<file path="src/rtl/rtr_lar_pipe.sv">
// Lookahead route stage for phased-DOR mesh routers: computes the next router's {port, rcsel}
// for head flits, holds it for the rest of the packet, and outputs through a 2-entry skid buffer.
// Optional protocol checker enabled by defining RTR_LAR_PIPE_CHECK_EN.
module rtr_lar_pipe #(
    parameter int unsigned num_resource_classes = 2,
    parameter int unsigned num_routers_per_dim  = 4,
    parameter int unsigned num_dimensions       = 2,
    parameter int unsigned num_nodes_per_router = 1,
    localparam int unsigned dim_addr_width    = $clog2(num_routers_per_dim),
    localparam int unsigned router_addr_width = num_dimensions * dim_addr_width,
    localparam int unsigned node_addr_width   = $clog2(num_nodes_per_router),
    localparam int unsigned dest_info_width   = num_resource_classes * router_addr_width + node_addr_width,
    localparam int unsigned port_idx_width    = $clog2(2 * num_dimensions + num_nodes_per_router),
    localparam int unsigned rc_width          = $clog2(num_resource_classes),
    localparam int unsigned lar_info_width    = port_idx_width + rc_width
) (
    input  logic                         clk,
    input  logic                         reset,
    input  logic [router_addr_width-1:0] next_router_address,
    input  logic                         in_valid,
    output logic                         in_ready,
    input  logic                         in_head,
    input  logic                         in_tail,
    input  logic [dest_info_width-1:0]   in_dest_info,
    input  logic [lar_info_width-1:0]    in_lar_info,
    output logic                         out_valid,
    input  logic                         out_ready,
    output logic                         out_head,
    output logic                         out_tail,
    output logic [dest_info_width-1:0]   out_dest_info,
    output logic [lar_info_width-1:0]    out_lar_info,
    output logic                         error
);

    localparam int unsigned node_sel_width = (node_addr_width > 0) ? node_addr_width : 1;

    typedef enum logic [0:0] {IDLE, IN_PKT} state_t;

    state_t state, state_nxt;

    logic accept_c;
    logic drain_c;
    assign accept_c = in_valid && in_ready;
    assign drain_c  = out_valid && out_ready;

    logic [rc_width-1:0] cur_rc;
    logic                unused_cur_port;
    assign cur_rc          = in_lar_info[rc_width-1:0];
    assign unused_cur_port = ^in_lar_info[lar_info_width-1:rc_width];

    logic [node_sel_width-1:0] node_addr;
    generate
        if (node_addr_width > 0) begin : g_node
            assign node_addr = in_dest_info[node_sel_width-1:0];
        end else begin : g_no_node
            assign node_addr = '0;
        end
    endgenerate

    // Route for the flit at the next router; ejects when every remaining class already matches
    logic                         rc_found;
    logic                         dim_found;
    logic [rc_width-1:0]          sel_rc;
    logic [router_addr_width-1:0] sel_dest;
    logic [port_idx_width-1:0]    route_port;
    logic [lar_info_width-1:0]    route_lar;

    always_comb begin
        rc_found   = 1'b0;
        dim_found  = 1'b0;
        sel_rc     = rc_width'(num_resource_classes - 1);
        sel_dest   = '0;
        route_port = port_idx_width'(2 * num_dimensions) + port_idx_width'(node_addr);
        for (int k = 0; k < int'(num_resource_classes); k++) begin
            if (!rc_found && (k >= int'(cur_rc)) &&
                (in_dest_info[k*router_addr_width +: router_addr_width] != next_router_address)) begin
                rc_found = 1'b1;
                sel_rc   = rc_width'(k);
                sel_dest = in_dest_info[k*router_addr_width +: router_addr_width];
            end
        end
        for (int d = 0; d < int'(num_dimensions); d++) begin
            if (rc_found && !dim_found &&
                (sel_dest[d*dim_addr_width +: dim_addr_width] !=
                 next_router_address[d*dim_addr_width +: dim_addr_width])) begin
                dim_found  = 1'b1;
                route_port = (sel_dest[d*dim_addr_width +: dim_addr_width] <
                              next_router_address[d*dim_addr_width +: dim_addr_width])
                             ? port_idx_width'(2 * d) : port_idx_width'(2 * d + 1);
            end
        end
        route_lar = {route_port, sel_rc};
    end

    logic [lar_info_width-1:0] held_lar;
    logic [lar_info_width-1:0] flit_lar;
    assign flit_lar = in_head ? route_lar : held_lar;

    // Packet state register
    always_ff @(posedge clk) begin
        if (!reset) begin
            state <= IDLE;
        end else begin
            state <= state_nxt;
        end
    end

    // Packet next-state: a head opens a packet unless it is also the tail
    always_comb begin
        state_nxt = state;
        if (accept_c) begin
            if (in_head) begin
                state_nxt = in_tail ? IDLE : IN_PKT;
            end else if (in_tail) begin
                state_nxt = IDLE;
            end
        end
    end

    always_ff @(posedge clk) begin
        if (!reset) begin
            held_lar <= '0;
        end else if (accept_c && in_head) begin
            held_lar <= route_lar;
        end
    end

    // Output register plus one skid entry; in_ready mirrors the next skid-empty state
    logic                       skid_valid;
    logic                       skid_head;
    logic                       skid_tail;
    logic [dest_info_width-1:0] skid_dest_info;
    logic [lar_info_width-1:0]  skid_lar_info;

    always_ff @(posedge clk) begin
        if (!reset) begin
            out_valid      <= 1'b0;
            out_head       <= 1'b0;
            out_tail       <= 1'b0;
            out_dest_info  <= '0;
            out_lar_info   <= '0;
            skid_valid     <= 1'b0;
            skid_head      <= 1'b0;
            skid_tail      <= 1'b0;
            skid_dest_info <= '0;
            skid_lar_info  <= '0;
            in_ready       <= 1'b1;
        end else if (skid_valid) begin
            if (drain_c) begin
                out_head      <= skid_head;
                out_tail      <= skid_tail;
                out_dest_info <= skid_dest_info;
                out_lar_info  <= skid_lar_info;
                skid_valid    <= 1'b0;
                in_ready      <= 1'b1;
            end
        end else if (accept_c) begin
            if (!out_valid || out_ready) begin
                out_valid     <= 1'b1;
                out_head      <= in_head;
                out_tail      <= in_tail;
                out_dest_info <= in_dest_info;
                out_lar_info  <= flit_lar;
            end else begin
                skid_valid     <= 1'b1;
                skid_head      <= in_head;
                skid_tail      <= in_tail;
                skid_dest_info <= in_dest_info;
                skid_lar_info  <= flit_lar;
                in_ready       <= 1'b0;
            end
        end else if (out_ready) begin
            out_valid <= 1'b0;
        end
    end

`ifdef RTR_LAR_PIPE_CHECK_EN
    // Sticky flag for a head inside a packet or a body/tail outside one
    always_ff @(posedge clk) begin
        if (!reset) begin
            error <= 1'b0;
        end else if (accept_c && ((in_head && (state == IN_PKT)) ||
                                  (!in_head && (state == IDLE)))) begin
            error <= 1'b1;
        end
    end
`else
    assign error = 1'b0;
`endif

endmodule

</file>
<file path="config.mk">
export PLATFORM = sky130hd
export DESIGN_NAME = rtr_lar_pipe
export DESIGN_NICKNAME = d
export VERILOG_FILES = /design/src/rtl/rtr_lar_pipe.sv
export SDC_FILE = /design/constraint.sdc
export NUM_CORES = 1
export LEC_CHECK = 0
export ABC_CLOCK_PERIOD_IN_PS = 2100
export CELL_PAD_IN_SITES_DETAIL_PLACEMENT = 0
export CELL_PAD_IN_SITES_GLOBAL_PLACEMENT = 2
export CORE_MARGIN = 10
export CORE_UTILIZATION = 28
export CTS_BUF_LIST = sky130_fd_sc_hd__clkbuf_4
export CTS_CLUSTER_DIAMETER = 50
export DETAILED_ROUTE_END_ITERATION = 16
export MAX_ROUTING_LAYER = met4
export PLACE_DENSITY = 0.76
export SLEW_MARGIN = 20
export SYNTH_ARGS = -nofsm -noshare
export SYNTH_HDL_FRONTEND = slang
export SYNTH_SLANG_ARGS = --single-unit
</file>
<file path="constraint.sdc">
create_clock -name clk -period 2.1 [get_ports clk]
set_input_delay 0.42 -clock clk [delete_from_list [all_inputs] [get_ports clk]]
set_output_delay 0.42 -clock clk [all_outputs]
set_load 0.1 [all_outputs]
</file>
==> results of run 1 <==
[area by class of cell]
class                      instances  area (sq um)  area share
clock inverter                     3          38.8      0.0135
sequential                        35           703       0.245
clock buffer                       5          37.5      0.0131
inverter                           8          30.0      0.0104
timing repair buffer              74           658       0.229
multi-input combinational        156          1310       0.456
tap                               77          96.3      0.0335
[how the worst max path moves through the flow]
stage,startpoint,end,slack [ps],cells past startpoint
floorplan,in_dest_info[3],out_lar_info[3],-140,11
global placement,next_router_address[3],out_lar_info[1],-850,9
detailed placement,next_router_address[3],out_lar_info[3],-850,11
CTS,next_router_address[0],out_lar_info[1],-90,12
global route,next_router_address[3],out_lar_info[1],-70,12
finish,in_dest_info[2],out_lar_info[1],2,12
[state kept, by name, summed over array words and instances, names as in the netlist, 4 cells and up]
| register | count |
|---|---|
| held_lar | 4 |
| out_lar_info | 4 |
| out_dest_info | 8 |
| skid_dest_info | 8 |
| skid_lar_info | 4 |
[stage by stage]
step,setup TNS [ps],cell area (sq um),power (mW)
CTS,-370,2660,2.05
global placement,-6520,2410,1.51
detailed placement,-6650,2410,1.52
finish,0,2880,2.13
floorplan,-465,1830,1.28
global route,-164,2880,2.23
[worst max-delay path, cell delays in order]
cell and delay, ps:
buf_6 110, xnor2_4 200, a41oi_4 230, buf_6 190, nand2_4 50, o31ai_4 60
ha_1 330, buf_6 130, a21oi_4 60, a311oi_4 280, o211ai_1 130, a31oi_1 180
[synth_stat cells, types with 4 or more instances]
master	n	share of area
buf_2	5	0.014
o211ai_1	6	0.025
nand3_1	4	0.011
a21boi_0	12	0.050
xor2_1	4	0.019
o31ai_1	4	0.017
nand2_1	46	0.096
nor2_1	4	0.0083
a31oi_1	6	0.021
mux2i_1	8	0.044
clkbuf_1	8	0.017
a21oi_1	6	0.017
o21ai_0	10	0.028
ha_1	4	0.028
inv_1	8	0.017
xnor2_1	4	0.019
dfxtp_1	35	0.39
o211a_1	11	0.061
[layer usage]
metal  share of wire  vias to the layer above
met4           0.018                        0
li1                -                      893
met3           0.035                       10
met5               0                        -
met2            0.47                       28
met1            0.48                      844
[logic make-up after synthesis]
logic type               after synthesis  synth area share
other                                  1           0.00207
flip-flops                            35             0.388
XOR/XNOR                               8            0.0388
multiplexers                           8            0.0443
buffers and inverters                 22            0.0512
AO/OA/AOI/OAI                         63             0.257
adder cells (fa/ha/maj)                4            0.0277
AND/OR/NAND/NOR                       71             0.191
[power by group through the flow]
stage	combinational, mW	sequential (mW)	clock (mW)
floorplan	0.229	1.05	0
global placement	0.744	0.770	0
detailed placement	0.746	0.771	0
CTS	0.798	0.756	0.500
global route	0.936	0.765	0.532
finish	0.888	0.756	0.490
[placed cells by master, fill, tap and decap left out, types with 7 or more instances in the layout]
cell,Yosys,routed
o211a_1,11,11
buf_4,1,46
o21ai_0,10,7
inv_1,8,8
dfxtp_1,35,33
a21boi_0,12,12
buf_6,0,14
mux2i_1,8,7
nand2_1,46,43
[what timing repair did]
action,4_1_cts,5_1_grt
pin swaps,27,25
setup endpoints to repair,9,8
buffers inserted,7,6
hold buffers,0,0
gates resized for setup,57,60
gates cloned,1,0
==> summary.md, run 1 <==
| Metric | Value |
|---|---|
| RSZ-0062 raised after global routing | true |
| Setup crit start kind | primary input |
| # H-tree levels | 2 |
| FF-to-FF path depth | 4 |
| Post-Synthesis Cells | about 210 |
| Syn avg cell area | between 8 and 9 sq um |
| Met3 GRT Util | 0.0254 |
| Final Max Tran Viols | 0 |
| Final Skew | ~11 ps |
| P_leak | ~1.2 nW |
| Starting density of the core | 0.286 |
| DR WL/cell | 15.9 um |
| Die area | approximately 10000 sq um |
| # diodes | 0 |
| Grt ovf | 0 |
| Netlist Area Pre-Place | 1810 sq um |
| GRT Overall Usage | 0.111 |
| Chip width | between 100 and 150 um |
| Sequential power share | 0.354 |
| Ys Warns | 0 |
| Crit share post-route | 0.999 |
| First-pass GRT wire length | about 8.8 mm |
| Root buffer cell | clkbuf_4 |
| IR drop worst, VDD | 0.356 mV |
| Hold path depth | 3 |
| Number of synthesized register bits | 35 |
| Number of DRC markers in iteration 0 | 77 |
| EDFF count, synth | 0 |
| Worst slack, placed | -848 ps |
| Routability Congestion | a little under 0.8 |
| Min Tclk post-route | 2100 ps |
| Final setup vio count | 0 |
| RR Startpoint | out_valid |
| Fin nets | 306 |
| Final WL | about 5.7 mm |
| Sink Count | 35 |
| Psw | around 850 uW |
| Gr busiest metal | met2 |
| Core ar. | between 6000 and 7000 sq um |
| Outcome | complete, no violations |
| GRT met1 Usage | 0.136 |
| CP endpoint kind | flip-flop |
| Synth Flop Type | dfxtp_1 |
| Sw frac | 0.397 |
| TritonRoute pass-1 iters | 4 |
| I/O pin cnt | 39 |
| Hold-critical path endpoint | skid_dest_info[7] |
| Layout Cells excl Fill | around 360 |
| Max Cap Viol | 0 |
| Power per Cell Area | approximately 740 nW/um^2 |
| Crit path DAT | ~2400 ps |
| Worst-Skew Late Latency | 350 ps |
| Fraction of layout cells with a size suffix above 1 | 0.388 |
| Endpoints failing hold | 0 |
| CP max FO | 5 |
| Die height | 100 um |
| Crit Reg-Reg Endpoint | skid_lar_info[1] |
| Register area share after synthesis | 0.388 |
| R2R Setup Slk | ~500 ps |
| Met2 GRT Util | 0.175 |
| Syn nets | about 240 |
| Worst hold start | in_dest_info[7] |
| Clock transition at path regs | 120 ps |
| Comb pwr share | 0.416 |
| Ys async rst share | 0 |
| Final worst setup slack | 2.05 ps |
| Area Growth Syn to Fin | 59.0% |
| Dpl hpwl | roughly 3.8 mm |
| Hold WC Path Type | primary input to flip-flop |
| Initial antenna violation count | 0 |
| CTS tree | done |
| Clk pwr share | 0.230 |
| ANT nets after route | 0 |
| Cell-internal power | ~1.3 mW |
| Worst setup path class | primary input to flip-flop |
| Routed vias/inst | a little under 5 |
| Vias in the first global route | 1703 |
| Worst path required time | roughly 2400 ps |
| Max Freq | 0.477 GHz |
| Worst hold slack | between 300 and 400 ps |
| Final core occ | 0.455 |
| Num CTS Buffers | 5 |
| Synth unique cells | 38 |
| Num rows | 29 |
| PortBufs | 34 |
| DRC | 0 |
| Layout fillers | ~630 |
| Placed insts | 336 |
| Clock Path Buffers | 2 |
| DR vias | 1775 |
| Largest net degree at the start of global routing | 39 |
No activity file was read; power rests on OpenSTA's default activity.
==> run 2, diff against run 1 <==
HOLD_SLACK_MARGIN = 0.15   (was not set)
==> results of run 2 <==
Final layout, timing and power as in run 1 (identical DEF).
==> run 3, diff against run 2 <==
CORE_MARGIN = not set   (was 10)
==> run 3 against run 2 <==
The run now ends with setup timing left. Non-clock buffer count down 1. Design area down 5.2%. Via count up 1.8%. Global-route usage up 5.6 points.
==> summary.md, run 3 (synthesis results as in run 1) <==
| Metric | Value |
|---|---|
| Layout Cells excl Fill | 355 (-0.84%) |
| RR Startpoint | skid_valid |
| Area Growth Syn to Fin | 50.8% |
| Core ar. | 6060 sq um (-4.0%) |
| Most frequent cells in the layout | 50 x buf_4, 45 x nand2_1, 33 x dfxtp_1, 12 x a21boi_0, 11 x o211a_1 |
| P_leak | 1.18 nW (-3.4%) |
| CTS tree | done |
| Endpoints failing hold | 0 (unchanged) |
| Clock Path Buffers | 2 (unchanged) |
| Placed insts | 339 (+0.89%) |
| Power per Cell Area | 717 nW/um^2 (-3.4%) |
| Most common cell after layout, fill and taps aside | buf_4 |
| Fraction of layout cells with a size suffix above 1 | 0.371 (-0.0165) |
| # diodes | 0 (unchanged) |
| RSZ-0062 raised after global routing | true |
| Min Tclk post-route | 2190 ps (+90.4 ps) |
| Met3 GRT Util | 0.0407 (+0.0152) |
| Final setup vio count | 5 (+5) |
| Final Skew | 5.25 ps (-5.44 ps) |
| Final WL | 5.09 mm (-10%) |
| Worst setup path class | primary input to flip-flop |
| Layout fillers | 610 (-3.3%) |
| GRT met1 Usage | 0.206 (+0.0693) |
| Critical path origin | next_router_address[0] |
| Root buffer cell | clkbuf_4 |
| GRT Overall Usage | 0.167 (+0.0558) |
| # H-tree levels | 2 (unchanged) |
| Num CTS Buffers | 5 (unchanged) |
| PortBufs | 34 (unchanged) |
| Max Freq | 0.457 GHz (-4.1%) |
| CP max FO | 4 (-1) |
| Placed Area | 2430 sq um (+0.94%) |
| Starting density of the core | 0.298 (+0.0119) |
| Number of DRC markers in iteration 0 | 68 (-12%) |
| Gr busiest metal | met2 |
| Outcome | complete, but fails checks |
| R2R Setup Slk | 660 ps (+160 ps) |
| Routability Congestion | 0.858 (+11%) |
| Num rows | 28 (-3.4%) |
| Initial antenna violation count | 0 (unchanged) |
| TritonRoute pass-1 iters | 4 (unchanged) |
| Die height | 82.4 um (-18%) |
| Grt ovf | 0 (unchanged) |
| Dpl hpwl | 3.49 mm (-8.8%) |
| Crit Reg-Reg Endpoint | skid_head |
| Worst path required time | 2370 ps (-20 ps) |
| Failing checks | setup timing |
| Worst-Skew Late Latency | 340 ps (about the same) |
| Clock transition at path regs | 110 ps (about the same) |
| Final worst setup slack | -88.3 ps (-90.4 ps) |
| Die area | 6780 sq um (-33%) |
| Hold buffers post-CTS | 0 (unchanged) |
| Sink Count | 35 (unchanged) |
| FF-to-FF path depth | 6 (+2) |
| Max Cap Viol | 0 (unchanged) |
| IR drop worst, VDD | 0.370 mV (+3.9%) |
| Met2 GRT Util | 0.261 (+0.0866) |
| Setup crit start kind | primary input |
| ANT nets after route | 0 (unchanged) |
| Hold WC Path Type | flip-flop to flip-flop |
| I/O pin cnt | 39 (unchanged) |
| Crit share post-route | 1.04 (+0.0430) |
| Final Cell Area | 2730 sq um (-5.2%) |
| CP endpoint kind | flip-flop |
| Biggest regs | out_dest_info: 8 flops, skid_dest_info: 8 flops |
| Final core occ | 0.450 (-0.00557) |
| Fin nets | 305 (-0.33%) |
| DRC | 0 (unchanged) |
| DR WL/cell | 14.3 um (-9.7%) |
| Worst setup path end | skid_lar_info[1] |
| DR vias | 1807 (+1.8%) |
| Vias in the first global route | 1687 (-0.94%) |
| First-pass GRT wire length | 8.18 mm (-6.9%) |
| Routed vias/inst | 5.09 (+2.7%) |
| Final Max Tran Viols | 0 (unchanged) |
| Largest net degree at the start of global routing | 39 (unchanged) |
| Chip width | 82.4 um (-18%) |
| Crit path DAT | 2460 ps (+70 ps) |
run 3: what timing repair did:
action / 4_1_cts / 5_1_grt
pin swaps: 21 / 16
setup buffers: 4 / 3
endpoints found under the setup margin: 8 / 7
gates cloned: 1 / 0
resized for setup: 67 / 12
run 3: stage by stage:
| step | power, mW | setup TNS (ps) | hold WS, ps | worst slack [ps] |
|---|---|---|---|---|
| 2_1_floorplan | 1.28 | -465 | 431 | -141 |
| 3_3_place_gp | 1.52 | -6390 | 450 | -931 |
| 3_5_place_dp | 1.52 | -6270 | 456 | -877 |
| 4_1_cts | 1.95 | -60.3 | 456 | -38.6 |
| 5_1_grt | 2.05 | -1040 | 462 | -225 |
| 6_report | 1.96 | -251 | 467 | -88.3 |
run 3: where the power goes:
part / total (mW) / internal, mW / switching [mW]
registers: 0.755 / 0.720 / 0.0354
clock network: 0.368 / 0.137 / 0.231
logic: 0.831 / 0.285 / 0.546
run 3: area by class of cell:
class                           count  area [sq um]  area share
Sequential cell                    35           703       0.258
Inverter                            8          30.0      0.0110
Tap cell                           75          93.8      0.0344
Clock buffer                        6          45.0      0.0165
Multi-Input combinational cell    156          1240       0.454
Clock inverter                      2          7.51     0.00275
Timing Repair Buffer               73           609       0.223
run 3: routing by layer:
metal  wire, um  share of wire
met1       2400           0.47
met2       2440           0.48
met3        145          0.029
met4        105          0.021
met5          0              0
run 3: worst min path at each step:
stage / start / to / slack [ps] / cells after the start
final: skid_dest_info[6] / skid_dest_info[6] / 470 / 2
after global routing: in_dest_info[7] / skid_dest_info[7] / 460 / 3
after CTS: in_dest_info[7] / skid_dest_info[7] / 460 / 3
after detailed placement: skid_head / skid_head / 460 / 2
after global placement: skid_tail / skid_tail / 450 / 2
after floorplan: held_lar[1] / held_lar[1] / 430 / 2
run 3: worst max-delay path: stages:
cell	delay, ps
buf_8	100
buf_6	110
xor2_4	150
nor4_4	280
buf_4	180
o31ai_2	70
ha_1	330
nor2b_4	170
o21ai_4	70
a311oi_4	260
nor2_2	70
o31ai_1	230
